===== src/rtl/qbert_cube_tracker_if.sv =====
// qbert_cube_tracker_if: NIOS/renderer-facing signal bundle of the cube tracker
interface qbert_cube_tracker_if #(parameter int N_cube = 3);
  localparam int NC_W = $clog2(N_cube + 1);
  logic              start;
  logic              done_move;
  logic [N_cube-1:0] position_qb;
  logic              bad_jump;
  logic [N_cube-1:0] color_state;
  logic [NC_W-1:0]   n_colored;
  logic [2:0]        lives;
  logic              KO_qb;
  logic              level_done;
  logic              game_over;
  logic [2:0]        fsm_state;
  modport master (
    output start, done_move, position_qb, bad_jump,
    input  color_state, n_colored, lives, KO_qb, level_done, game_over, fsm_state
  );
  modport slave (
    input  start, done_move, position_qb, bad_jump,
    output color_state, n_colored, lives, KO_qb, level_done, game_over, fsm_state
  );
endinterface


===== src/rtl/qbert_cube_tracker.sv =====
// qbert_cube_tracker: tracks coloured cubes, lives and fall penalty for one Qbert level
module qbert_cube_tracker #(
  parameter int N_cube  = 3,
  parameter int N_LIVES = 3,
  parameter int KO_HOLD = 16
) (
  input logic                 CLK_33,
  input logic                 reset,
  qbert_cube_tracker_if.slave bus
);
  localparam int NC_W = $clog2(N_cube + 1);
  typedef enum logic [2:0] {
    IDLE = 3'd0, PLAY = 3'd1, LAND = 3'd2, FALL = 3'd3, WIN = 3'd4, OVER = 3'd5
  } state_t;
  state_t            state;
  logic              done_move_d;
  logic [N_cube-1:0] pos_lat;
  logic [N_cube-1:0] color_q;
  logic [N_cube-1:0] color_nx;
  logic [NC_W-1:0]   n_q;
  logic [NC_W-1:0]   n_nx;
  logic [2:0]        lives_q;
  logic              ko_q;
  logic              win_q;
  logic              over_q;
  logic [7:0]        ko_cnt;
  logic              land_evt;
  logic              one_hot;
  logic              restart;
  assign land_evt = bus.done_move && !done_move_d;
  assign one_hot  = (bus.position_qb != '0) && ((bus.position_qb & (bus.position_qb - N_cube'(1))) == '0);
  assign restart  = bus.start && state != WIN;
  // colour set and count as they would be after the LAND cycle
  always_comb begin
    color_nx = color_q | pos_lat;
    n_nx     = n_q + NC_W'(|(pos_lat & ~color_q));
  end
  // game FSM with all outputs registered alongside the state
  always_ff @(posedge CLK_33 or negedge reset) begin
    if (!reset) begin
      state       <= IDLE;
      done_move_d <= 1'b0;
      pos_lat     <= '0;
      color_q     <= '0;
      n_q         <= '0;
      lives_q     <= 3'd0;
      ko_q        <= 1'b0;
      win_q       <= 1'b0;
      over_q      <= 1'b0;
      ko_cnt      <= 8'd0;
    end else begin
      done_move_d <= bus.done_move;
      if (restart) begin
        state   <= PLAY;
        lives_q <= 3'(N_LIVES);
        color_q <= '0;
        n_q     <= '0;
        ko_q    <= 1'b0;
        ko_cnt  <= 8'd0;
        win_q   <= 1'b0;
        over_q  <= 1'b0;
      end else begin
        case (state)
          IDLE: ;
          PLAY: if (land_evt) begin
            if (bus.bad_jump || !one_hot) begin
              state   <= FALL;
              lives_q <= lives_q - 3'(lives_q != 3'd0);
              ko_q    <= 1'b1;
              ko_cnt  <= 8'(KO_HOLD - 1);
            end else begin
              pos_lat <= bus.position_qb;
              state   <= LAND;
            end
          end
          LAND: begin
            color_q <= color_nx;
            n_q     <= n_nx;
            state   <= (n_nx == NC_W'(N_cube)) ? WIN : PLAY;
          end
          FALL: if (ko_cnt == 8'd0) begin
            ko_q  <= 1'b0;
            state <= (lives_q == 3'd0) ? OVER : PLAY;
          end else begin
            ko_cnt <= ko_cnt - 8'd1;
          end
          WIN: begin
            win_q <= !bus.start;
            if (bus.start) begin
              color_q <= '0;
              n_q     <= '0;
              state   <= PLAY;
            end
          end
          OVER: over_q <= 1'b1;
          default: begin
            state   <= IDLE;
            color_q <= '0;
            n_q     <= '0;
            lives_q <= 3'd0;
            ko_q    <= 1'b0;
            ko_cnt  <= 8'd0;
            win_q   <= 1'b0;
            over_q  <= 1'b0;
          end
        endcase
      end
    end
  end
  assign bus.color_state = color_q;
  assign bus.n_colored   = n_q;
  assign bus.lives       = lives_q;
  assign bus.KO_qb       = ko_q;
  assign bus.level_done  = win_q;
  assign bus.game_over   = over_q;
  assign bus.fsm_state   = state;
endmodule


===== src/flat_wrapper.sv =====
// flat-port wrapper written by rule: the top's interface ports become plain ports
module qbert_cube_tracker_flat 
#(
  parameter int N_cube  = 3,
  parameter int N_LIVES = 3,
  parameter int KO_HOLD = 16
)
  (CLK_33, reset, bus_start, bus_done_move, bus_position_qb, bus_bad_jump, bus_color_state, bus_n_colored, bus_lives, bus_KO_qb, bus_level_done, bus_game_over, bus_fsm_state);
  qbert_cube_tracker_if #(.N_cube(N_cube)) bus_i ();
  input logic CLK_33;
  input logic reset;
  input wire logic [$bits(bus_i.start)-1:0] bus_start;
  input wire logic [$bits(bus_i.done_move)-1:0] bus_done_move;
  input wire logic [$bits(bus_i.position_qb)-1:0] bus_position_qb;
  input wire logic [$bits(bus_i.bad_jump)-1:0] bus_bad_jump;
  output wire logic [$bits(bus_i.color_state)-1:0] bus_color_state;
  output wire logic [$bits(bus_i.n_colored)-1:0] bus_n_colored;
  output wire logic [$bits(bus_i.lives)-1:0] bus_lives;
  output wire logic [$bits(bus_i.KO_qb)-1:0] bus_KO_qb;
  output wire logic [$bits(bus_i.level_done)-1:0] bus_level_done;
  output wire logic [$bits(bus_i.game_over)-1:0] bus_game_over;
  output wire logic [$bits(bus_i.fsm_state)-1:0] bus_fsm_state;
  assign bus_i.start = bus_start;
  assign bus_i.done_move = bus_done_move;
  assign bus_i.position_qb = bus_position_qb;
  assign bus_i.bad_jump = bus_bad_jump;
  assign bus_color_state = bus_i.color_state;
  assign bus_n_colored = bus_i.n_colored;
  assign bus_lives = bus_i.lives;
  assign bus_KO_qb = bus_i.KO_qb;
  assign bus_level_done = bus_i.level_done;
  assign bus_game_over = bus_i.game_over;
  assign bus_fsm_state = bus_i.fsm_state;
  qbert_cube_tracker #(.N_cube(N_cube), .N_LIVES(N_LIVES), .KO_HOLD(KO_HOLD)) u_core (.CLK_33(CLK_33), .reset(reset), .bus(bus_i));
endmodule

===== config.mk =====
export PLATFORM = sky130hd
export DESIGN_NAME = qbert_cube_tracker_flat
export DESIGN_NICKNAME = d
export VERILOG_FILES = /design/src/rtl/qbert_cube_tracker_if.sv /design/src/rtl/qbert_cube_tracker.sv /design/src/flat_wrapper.sv
export SDC_FILE = /design/constraint.sdc
export NUM_CORES = 1
export LEC_CHECK = 0
export CAP_MARGIN = 20
export CELL_PAD_IN_SITES_DETAIL_PLACEMENT = 1
export CELL_PAD_IN_SITES_GLOBAL_PLACEMENT = 1
export CORE_ASPECT_RATIO = 1.4
export CORE_MARGIN = 8
export CORE_UTILIZATION = 43
export CTS_BUF_LIST = sky130_fd_sc_hd__clkbuf_4 sky130_fd_sc_hd__clkbuf_8
export DETAILED_ROUTE_END_ITERATION = 16
export PLACE_DENSITY_LB_ADDON = 0.08
export SYNTH_ARGS = -nofsm -noshare
export SYNTH_HDL_FRONTEND = slang
export SYNTH_SLANG_ARGS = --single-unit

===== constraint.sdc =====
create_clock -name CLK_33 -period 2.4 [get_ports CLK_33]
set_input_delay 0.36 -clock CLK_33 [delete_from_list [all_inputs] [get_ports CLK_33]]
set_output_delay 0.36 -clock CLK_33 [all_outputs]
set_load 0.02 [all_outputs]

# Word-level counts from Yosys, hierarchy flattened
# Cells that the tools add are included.
word_totals:
  inputBits: 8
  wordCells: 96
  output_inout_bits: 14
  reg_bits: 26
op_classes:
  addsub: 4
  n_eq_ne: 18
  bitwise: 6
  reduce_logical: 26
  muxes: 32
op_table:
  columns: ["operator", "count"]
  rows:
  - ["3-bit 2-to-1 mux", 11]
  - ["8-bit 2-to-1 mux", 4]
  - ["8-bit case mux with 3 select lines", 1]
  - ["4-bit AND reduction", 4]
  - ["3-bit case mux with 5 select lines", 1]
  - ["5-bit OR reduction", 3]
  - ["2-bit by 1-bit != test with 1-bit output, second input constant", 6]
  - ["3-bit logical NOT", 3]
  - ["3-bit by 1-bit != test with 1-bit output, second input constant", 3]
  - ["3-bit case mux with 3 select lines", 1]
  - ["8-bit logical NOT", 1]
  - ["4-bit OR reduction", 2]
  - ["8-bit by 1-bit subtractor with 8-bit output, second input constant", 1]
  - ["1-bit 2-to-1 mux", 7]
  - ["3-bit bitwise AND", 2]
  - ["3-bit by 2-bit equality test with 1-bit output, second input constant", 2]
  - ["3-bit equality test, second input constant", 2]
  - ["3-bit by 2-bit != test with 1-bit output, second input constant", 2]
  - ["2-bit case mux with 3 select lines", 1]
  - ["3-bit case mux with 2 select lines", 1]
  - ["3-bit nonzero test", 2]
  - ["2-bit 2-to-1 mux", 2]
  - ["1-bit case mux with 2 select lines", 2]
  - ["3-bit by 1-bit equality test with 1-bit output, second input constant", 1]
  - ["other kinds (16)", 21]

# Longest topological paths before layout
# Gate-level depths: netlist (run 1).
depth:
  word_depth: 10
  ltp_mapped: 8
  mapped_depth_nobuf: 8

# Worst setup path before layout (run 1)
# Ideal clock, no wire load.
synth_timing:
  path_kind: "register to register"
  from: "register u_core.color_q[0], in the netlist u_core.bus.color_state[0]"
  to: "register u_core.state[0], in the netlist u_core.bus.fsm_state[0]"
  t_arrival_ns: 1.865
  setup_slack_ns: 0.410
  path_stages_with_launch: 9
  synth_period_minus_slack_ns: 1.990
  required_time_ns: 2.275
  setup_ns: 0.125
  n_path_buf: 0
  path_cell_list: "dfrtp_1 nand2b_1 o221ai_1 ha_1 xnor2_1 nor3b_1 o31ai_1 a311o_1 mux2_2"
synth_between:
  elab_chain_len: 8
synth_lines:
  columns: ["element", "line", "source"]
  rows:
  - ["start, declared", "qbert_cube_tracker.sv:18", "logic [N_cube-1:0] color_q;"]
  - ["start signal, assigned", "qbert_cube_tracker.sv:77", "color_q <= color_nx;"]
  - ["3-bit inverter", "qbert_cube_tracker.sv:36", "n_nx = n_q + NC_W'(|(pos_lat & ~color_q));"]
  - ["3-bit bitwise AND", "qbert_cube_tracker.sv:36", null]
  - ["3-bit OR reduction", "qbert_cube_tracker.sv:36", null]
  - ["2-bit by 1-bit adder with 2-bit output", "qbert_cube_tracker.sv:36", null]
  - ["2-bit equality test", "qbert_cube_tracker.sv:79", "state <= (n_nx == NC_W'(N_cube)) ? WIN : PLAY;"]
  - ["3-bit 2-to-1 mux", "qbert_cube_tracker.sv:79", null]
  - ["3-bit case mux with 5 select lines", "qbert_cube_tracker.sv:63", "case (state)"]
  - ["3-bit 2-to-1 mux", "qbert_cube_tracker.sv:53", "if (restart) begin"]
  - ["end signal, assigned", "qbert_cube_tracker.sv:79", null]
  - ["end signal, assigned", "qbert_cube_tracker.sv:83", "state <= (lives_q == 3'd0) ? OVER : PLAY;"]
  - ["end, declared", "qbert_cube_tracker.sv:15", "state_t state;"]
# No other way between the ends.
# A chain may end at the register's enable or synchronous reset.

# Worst setup path after layout (run 1)
layout_timing:
  from: "register u_core.pos_lat[0]"
  to: "register u_core.state[0], in the netlist u_core.bus.fsm_state[0]"
layout_between:
  elab_chain_len: 7
layout_lines:
  columns: ["element", "line", "source"]
  rows:
  - ["start, declared", "qbert_cube_tracker.sv:17", "logic [N_cube-1:0] pos_lat;"]
  - ["start signal, assigned", "qbert_cube_tracker.sv:72", "pos_lat <= bus.position_qb;"]
  - ["3-bit bitwise AND", "qbert_cube_tracker.sv:36", null]
  - ["3-bit OR reduction", "qbert_cube_tracker.sv:36", null]
  - ["2-bit by 1-bit adder with 2-bit output", "qbert_cube_tracker.sv:36", null]
  - ["2-bit equality test", "qbert_cube_tracker.sv:79", null]
  - ["3-bit 2-to-1 mux", "qbert_cube_tracker.sv:79", null]
  - ["3-bit case mux with 5 select lines", "qbert_cube_tracker.sv:63", null]
  - ["3-bit 2-to-1 mux", "qbert_cube_tracker.sv:53", null]
# No other way between the ends.

==> results.py, run 1 <==
metrics = {
    "run_status": {
        "outcome": "complete, no violations",
    },
    "route": {
        "ant_nets": 0,
        "viasPerCell": 5.751,
        "wl_per_cell_um": 18.52,
        "drc": 0,
        "routed_wl_um": 4316,
        "vias": 1340,
        "drt_iter0_markers": 22,
        "first_pass_iters": 4,
    },
    "sta": {
        "post-route-period-util": 0.8638,
        "finalHoldViolCount": 0,
        "finalSetupTns_ns": 0,
        "setup_viol": 0,
        "slew_headroom": 0.6558,
        "period_needed_ns": 2.073,
        "rsz0062_at_grt": "no",
        "slew_viol_final": 0,
        "tightestPinTransition_ns": 0.5124,
        "max_freq_mhz": 482.4,
        "fin_skew_ns": 0.006840,
    },
    "die": {
        "coreArea_um2": 3378,
        "start_util": 0.4481,
        "die_w_um": 66.15,
        "die_h_um": 86.21,
        "die_area_um2": 5702,
        "num_rows": 25,
        "boundaryPins": 22,
    },
    "final_layout": {
        "synthToLayoutAreaGrowth_pct": 23.72,
        "drive_above_1_share": 0.1347,
        "fillers": 401,
        "antenna_cells": 0,
        "layout.nets": 207,
        "layout_commonest_cell": "dfrtp_1",
        "final_cell_mix": "26 x dfrtp_1, 21 x nor2_1, 21 x clkdlybuf4s50_1",
    },
    "yosys": {
        "ys_seq_area_frac": 0.4298,
        "synth-main-ff-cell": "dfrtp_1",
        "yosysTopAreaCellShare": 0.4298,
        "yosysTopAreaCell": "dfrtp_1",
        "synth_area_um2": 1514,
        "async_reset_ff_frac": 1.000,
        "synthesis.nets": 177,
        "synth_cell_types": 37,
        "synth_seq_cells": 26,
        "synth-edff-count": 0,
        "synthCells": 164,
        "ys_warn_count": 0,
        "syn-mean-instance-area_um2": 9.231,
        "yosys-top-cells-area": "dfrtp_1 43%, a21oi_1 5.3%, mux2_2 5.2%, nor2_1 5.2%, ha_1 4.1%",
    },
    "power": {
        "p_int_uw": 912.8,
        "clockPowerShare": 0.210,
        "total_power_mw": 1.446,
        "leakagePower_nw": 0.8183,
        "power_frac_comb": 0.369,
        "power.switching_uw": 533.1,
        "powerDensity_nw_per_um2": 771.9,
        "switching_share": 0.3687,
        "ir_worst_vdd_uv": 641.7,
        "pwr-share-seq": 0.421,
    },
    "setup_path": {
        "critPathRequiredTime_ns": 2.58,
        "r2r-start": "u_core.pos_lat[0]",
        "reg2reg_depth": 8,
        "worst-path-stages": 8,
        "critical_path_class": "flip-flop to flip-flop",
        "arrival_ns": 2.25,
        "cp_top_family": "compound AO/OA/AOI/OAI gates",
        "end_kind": "flip-flop",
        "start_kind": "flip-flop",
        "crit_slowest_cell": "dfrtp_1",
        "crit_path_max_incr_delay_ns": 0.41,
        "critical_path.startpoint": "u_core.pos_lat[0]",
        "crit_buf_inv": 0,
        "critPathMaxFanout": 3,
        "path_cells": "nand2b_1, o221ai_1, ha_1, xnor2_1, nor3b_1, o31ai_1, a311o_1, mux2_2",
    },
    "cts": {
        "root_buffer": "clkbuf_8",
        "cts_tree": "done",
        "clock-sinks": 26,
        "cts_max_level": 1,
        "hold_buffers": 0,
        "insertion_delay_ns": 0.29,
        "clockBufferDepth": 2,
        "numCtsBuffers": 3,
        "cts_resized": 0,
        "clk_pin_slew_worst_paths_ns": 0.10,
        "cts_setup_buffers": 0,
    },
    "place": {
        "gp_congestion": 0.8519,
        "port_buffers": 21,
        "dp_hpwl_um": 3206,
    },
    "grt": {
        "track_usage": 0.1639,
        "antenna_found_initial": 0,
        "grt_max_degree": 27,
        "grt_pass1_wl_um": 7417,
        "grt_pass1_vias": 1519,
        "grt_overflow": 0,
    },
    "job": {
        "drv_cap": 0,
    },
    "worst_hold_path": {
        "hold_class": "input pin to async pin",
    },
}
## final timing paths
path	endpoint	slack, ns
min	u_core.pos_lat[0]	0.45
max	u_core.bus.fsm_state[0]	0.33
min reg2reg	u_core.ko_cnt[6]	0.50
max in group asynchronous	u_core.ko_cnt[7]	1.69
min in group CLK_33	u_core.ko_cnt[6]	0.50
max reg2reg	u_core.bus.fsm_state[0]	0.33
## synth_stat cells (2+ instances only)
cell type and number:
a21oi_1 16, a31oi_1 7, and3_1 2, clkbuf_1 4, dfrtp_1 26, ha_1 5, inv_1 13, mux2_2 7
mux2_4 3, nand2_1 10, nand2b_1 5, nand3_1 2, nand4_1 3, nor2_1 21, nor2b_1 3, nor3_1 4
nor3b_1 3, nor4_1 2, o211a_1 2, o21ai_0 7, o311a_1 2, xor2_1 2
## registers in the layout, summed over array words and instances, names as in the netlist
name and count:
u_core.bus.KO_qb 1, u_core.bus.color_state 3, u_core.bus.fsm_state 3, u_core.bus.game_over 1
u_core.bus.level_done 1, u_core.bus.lives 3, u_core.bus.n_colored 2, u_core.done_move_d 1
u_core.ko_cnt 8, u_core.pos_lat 3
## logic make-up after synthesis
kind of cell / synth area share
mux: 0.08182
flops: 0.4297
xor+xnor: 0.01736
simple gates: 0.1868
buf+inv: 0.05537
compound gates: 0.1876
fa+ha+maj: 0.04132
## worst register-to-register path, cell delays in order (launching register included)
cell and delay [ns]:
dfrtp_1 0.41, nand2b_1 0.09, o221ai_1 0.12, ha_1 0.24, xnor2_1 0.13, nor3b_1 0.27
o31ai_1 0.11, a311o_1 0.32, mux2_2 0.27
## power groups by stage
| stage | Clock (mW) | Sequential [mW] | Combinational (mW) |
|---|---|---|---|
| floorplan | 0 | 0.609 | 0.338 |
| global placement | 0 | 0.609 | 0.507 |
| detailed placement | 0 | 0.616 | 0.535 |
| CTS | 0.306 | 0.608 | 0.540 |
| global route | 0.321 | 0.622 | 0.594 |
| finish | 0.304 | 0.609 | 0.533 |
## metrics by stage
stage	util	area, µm²	std cells	worst slack, ns	hold slack (ns)
after floorplan	-	1514	164	0.4103	0.06441
after global placement	0.5381	1818	229	0.1146	0.4672
after detailed placement	0.5381	1818	229	0.03901	0.4782
after CTS	0.5544	1873	233	0.3220	0.4628
after global routing	0.5544	1873	233	0.2362	0.4869
final	0.5544	1873	233	0.3269	0.4467
## cell type report
type	count	area [µm²]	share of cell area
flip-flops and latches	26	650.6	0.3474
clock buffers	4	55.05	0.02939
repair buffers	31	285.3	0.1523
multi-input cells	118	779.5	0.4162
well taps	40	50.05	0.02672
inverters	14	52.55	0.02806
## metal layers
metal	wire [µm]	part of all wire	vias up	global-route usage
li1	-	-	637	-
met1	1688	0.39	661	0.1764
met4	86	0.020	0	0.06433
met2	2328	0.54	33	0.2978
met3	212	0.049	9	0.03355
met5	0	0	-	0
(Power assumes the default switching activity.)
==> run 2: changes to the inputs <==
Settings changed: CORE_MARGIN 8 to unset.
==> run 2 against run 1 <==
  * Clock skew shrank 0.0047 ns
  * Global-route usage is 7.6 points higher
  * Worst hold slack better by 0.022 ns
  * Routed wire length shrank 8.0%
  * Clock power fell by 18%
  * Critical endpoint unchanged
  * Largest power group unchanged
==> results.py, run 2 (synthesized netlist as in run 1, its figures left out) <==
metrics = {
    "run_status": {
        "outcome": "complete, no violations",
    },
    "final_layout": {
        "layout_commonest_cell": "dfrtp_1",
        "antenna_cells": 0,
        "fin_util": 0.5504,
        "final_cell_mix": "26 x dfrtp_1, 21 x nor2_1, 21 x clkdlybuf4s50_1",
        "synthToLayoutAreaGrowth_pct": 22.81,
        "largest_register": "u_core.ko_cnt",
        "final_cells": 232,
        "largest_register_ffs": 8,
        "drive_above_1_share": 0.1302,
        "layout.nets": 207,
    },
    "grt": {
        "antenna_found_initial": 0,
        "grt_pass1_vias": 1450,
        "use_met1": 0.2892,
        "grt_overflow": 0,
        "grt_max_degree": 27,
        "grt-busiest-layer": "met2",
        "track_usage": 0.2404,
        "met3_usage": 0.01887,
        "met2_usage": 0.4487,
        "grt_pass1_wl_um": 6782,
    },
    "power": {
        "p_int_uw": 877.7,
        "power.switching_uw": 505.9,
        "power_frac_comb": 0.380,
        "ir_worst_vdd_uv": 408.1,
        "switching_share": 0.3656,
        "clockPowerShare": 0.180,
        "powerDensity_nw_per_um2": 744.2,
        "leakagePower_nw": 0.8111,
        "pwr-share-seq": 0.440,
    },
    "setup_path": {
        "critPathRequiredTime_ns": 2.56,
        "reg2reg_depth": 8,
        "worst-path-stages": 8,
        "critPathMaxFanout": 3,
        "crit_path_max_incr_delay_ns": 0.42,
        "cp_top_family": "compound AO/OA/AOI/OAI gates",
        "critical_path_class": "flip-flop to flip-flop",
        "path_cells": "nand2b_1, o221ai_1, ha_1, xnor2_1, nor3b_1, o31ai_1, a311o_1, mux2_2",
        "crit_slowest_cell": "dfrtp_1",
        "end_kind": "flip-flop",
        "arrival_ns": 2.29,
        "crit_buf_inv": 0,
        "start_kind": "flip-flop",
    },
    "cts": {
        "clockBufferDepth": 2,
        "clk_pin_slew_worst_paths_ns": 0.09,
        "hold_buffers": 0,
        "cts_tree": "done",
        "insertion_delay_ns": 0.27,
        "clock-sinks": 26,
        "cts_max_level": 1,
        "cts_resized": 0,
        "cts_setup_buffers": 0,
        "numCtsBuffers": 3,
        "root_buffer": "clkbuf_8",
    },
    "place": {
        "gp_congestion": 0.8352,
        "pre_cts_ws_ns": 0.04474,
        "dp_hpwl_um": 3022,
        "port_buffers": 21,
        "dp_cells": 229,
    },
    "sta": {
        "slew_viol_final": 0,
        "fin_skew_ns": 0.002173,
        "max_freq_mhz": 470.2,
        "setup_viol": 0,
        "period_needed_ns": 2.127,
        "finalHoldViolCount": 0,
        "finalSetupTns_ns": 0,
        "post-route-period-util": 0.8861,
        "slew_headroom": 0.6452,
        "rsz0062_at_grt": "no",
        "tightestPinTransition_ns": 0.5282,
        "fin_ws_ns": 0.2734,
        "holdWs_ns": 0.4683,
    },
    "die": {
        "start_util": 0.4481,
        "die_h_um": 72.21,
        "num_rows": 25,
        "die_w_um": 52.15,
        "die_area_um2": 3765,
        "boundaryPins": 22,
        "coreArea_um2": 3378,
    },
    "route": {
        "routed_wl_um": 3972,
        "viasPerCell": 5.724,
        "wl_per_cell_um": 17.12,
        "first_pass_iters": 4,
        "drt_iter0_markers": 15,
        "vias": 1328,
        "ant_nets": 0,
        "drc": 0,
    },
    "worst_hold_path": {
        "hold_class": "input pin to async pin",
    },
    "job": {
        "drv_cap": 0,
    },
}
==> run 2: changes by cell type in the layout (fill, tap and decap cells not counted), sizes merged <==
cell / previous run / this run
clkbuf: 4 / 3
==> run 2: power by group through the flow <==
| stage | Sequential (mW) | Combinational, mW | Clock [mW] |
|---|---|---|---|
| floorplan | 0.609 | 0.338 | 0 |
| global placement | 0.612 | 0.501 | 0 |
| detailed placement | 0.618 | 0.531 | 0 |
| CTS | 0.610 | 0.534 | 0.254 |
| global route | 0.626 | 0.586 | 0.266 |
| finish | 0.609 | 0.526 | 0.249 |
==> run 2: path summary, 6_finish.rpt <==
| path | start | to | slack, ns |
|---|---|---|---|
| worst min register to register | u_core.ko_cnt[6] | u_core.ko_cnt[6] | 0.49 |
| worst max register to register | u_core.pos_lat[0] | u_core.bus.fsm_state[0] | 0.27 |
| worst max-delay path | u_core.pos_lat[0] | u_core.bus.fsm_state[0] | 0.27 |
| min in group CLK_33 | u_core.ko_cnt[6] | u_core.ko_cnt[6] | 0.49 |
| max in group asynchronous | reset | u_core.bus.n_colored[1] | 1.68 |
| worst min-delay path | reset | u_core.bus.color_state[0] | 0.47 |
==> run 2: final cells by class <==
| type | instances | area, µm² |
|---|---|---|
| clock buffers | 3 | 41.29 |
| flip-flops and latches | 26 | 650.6 |
| multi-input cells | 118 | 779.5 |
| inverters | 14 | 52.55 |
| well taps | 40 | 50.05 |
| fillers | 399 | 1519 |
| repair buffers | 31 | 285.3 |
==> run 2: stage by stage <==
stage	cell area, µm²	total power [mW]
final	1859	1.384
after detailed placement	1818	1.149
after floorplan	1514	0.9475
after global placement	1818	1.113
after global routing	1859	1.478
after CTS	1859	1.397
==> run 2: worst register-to-register path, cell delays in order, from the launching register on <==
cell	delay, ns
dfrtp_1	0.42
nand2b_1	0.09
o221ai_1	0.12
ha_1	0.24
xnor2_1	0.14
nor3b_1	0.33
o31ai_1	0.12
a311o_1	0.32
mux2_2	0.26
==> run 2: per-layer routing <==
metal / vias up / part of all wire
met4: 0 / 0.0063
met2: 16 / 0.55
li1: 643 / -
met3: 2 / 0.017
met5: - / 0
met1: 667 / 0.43
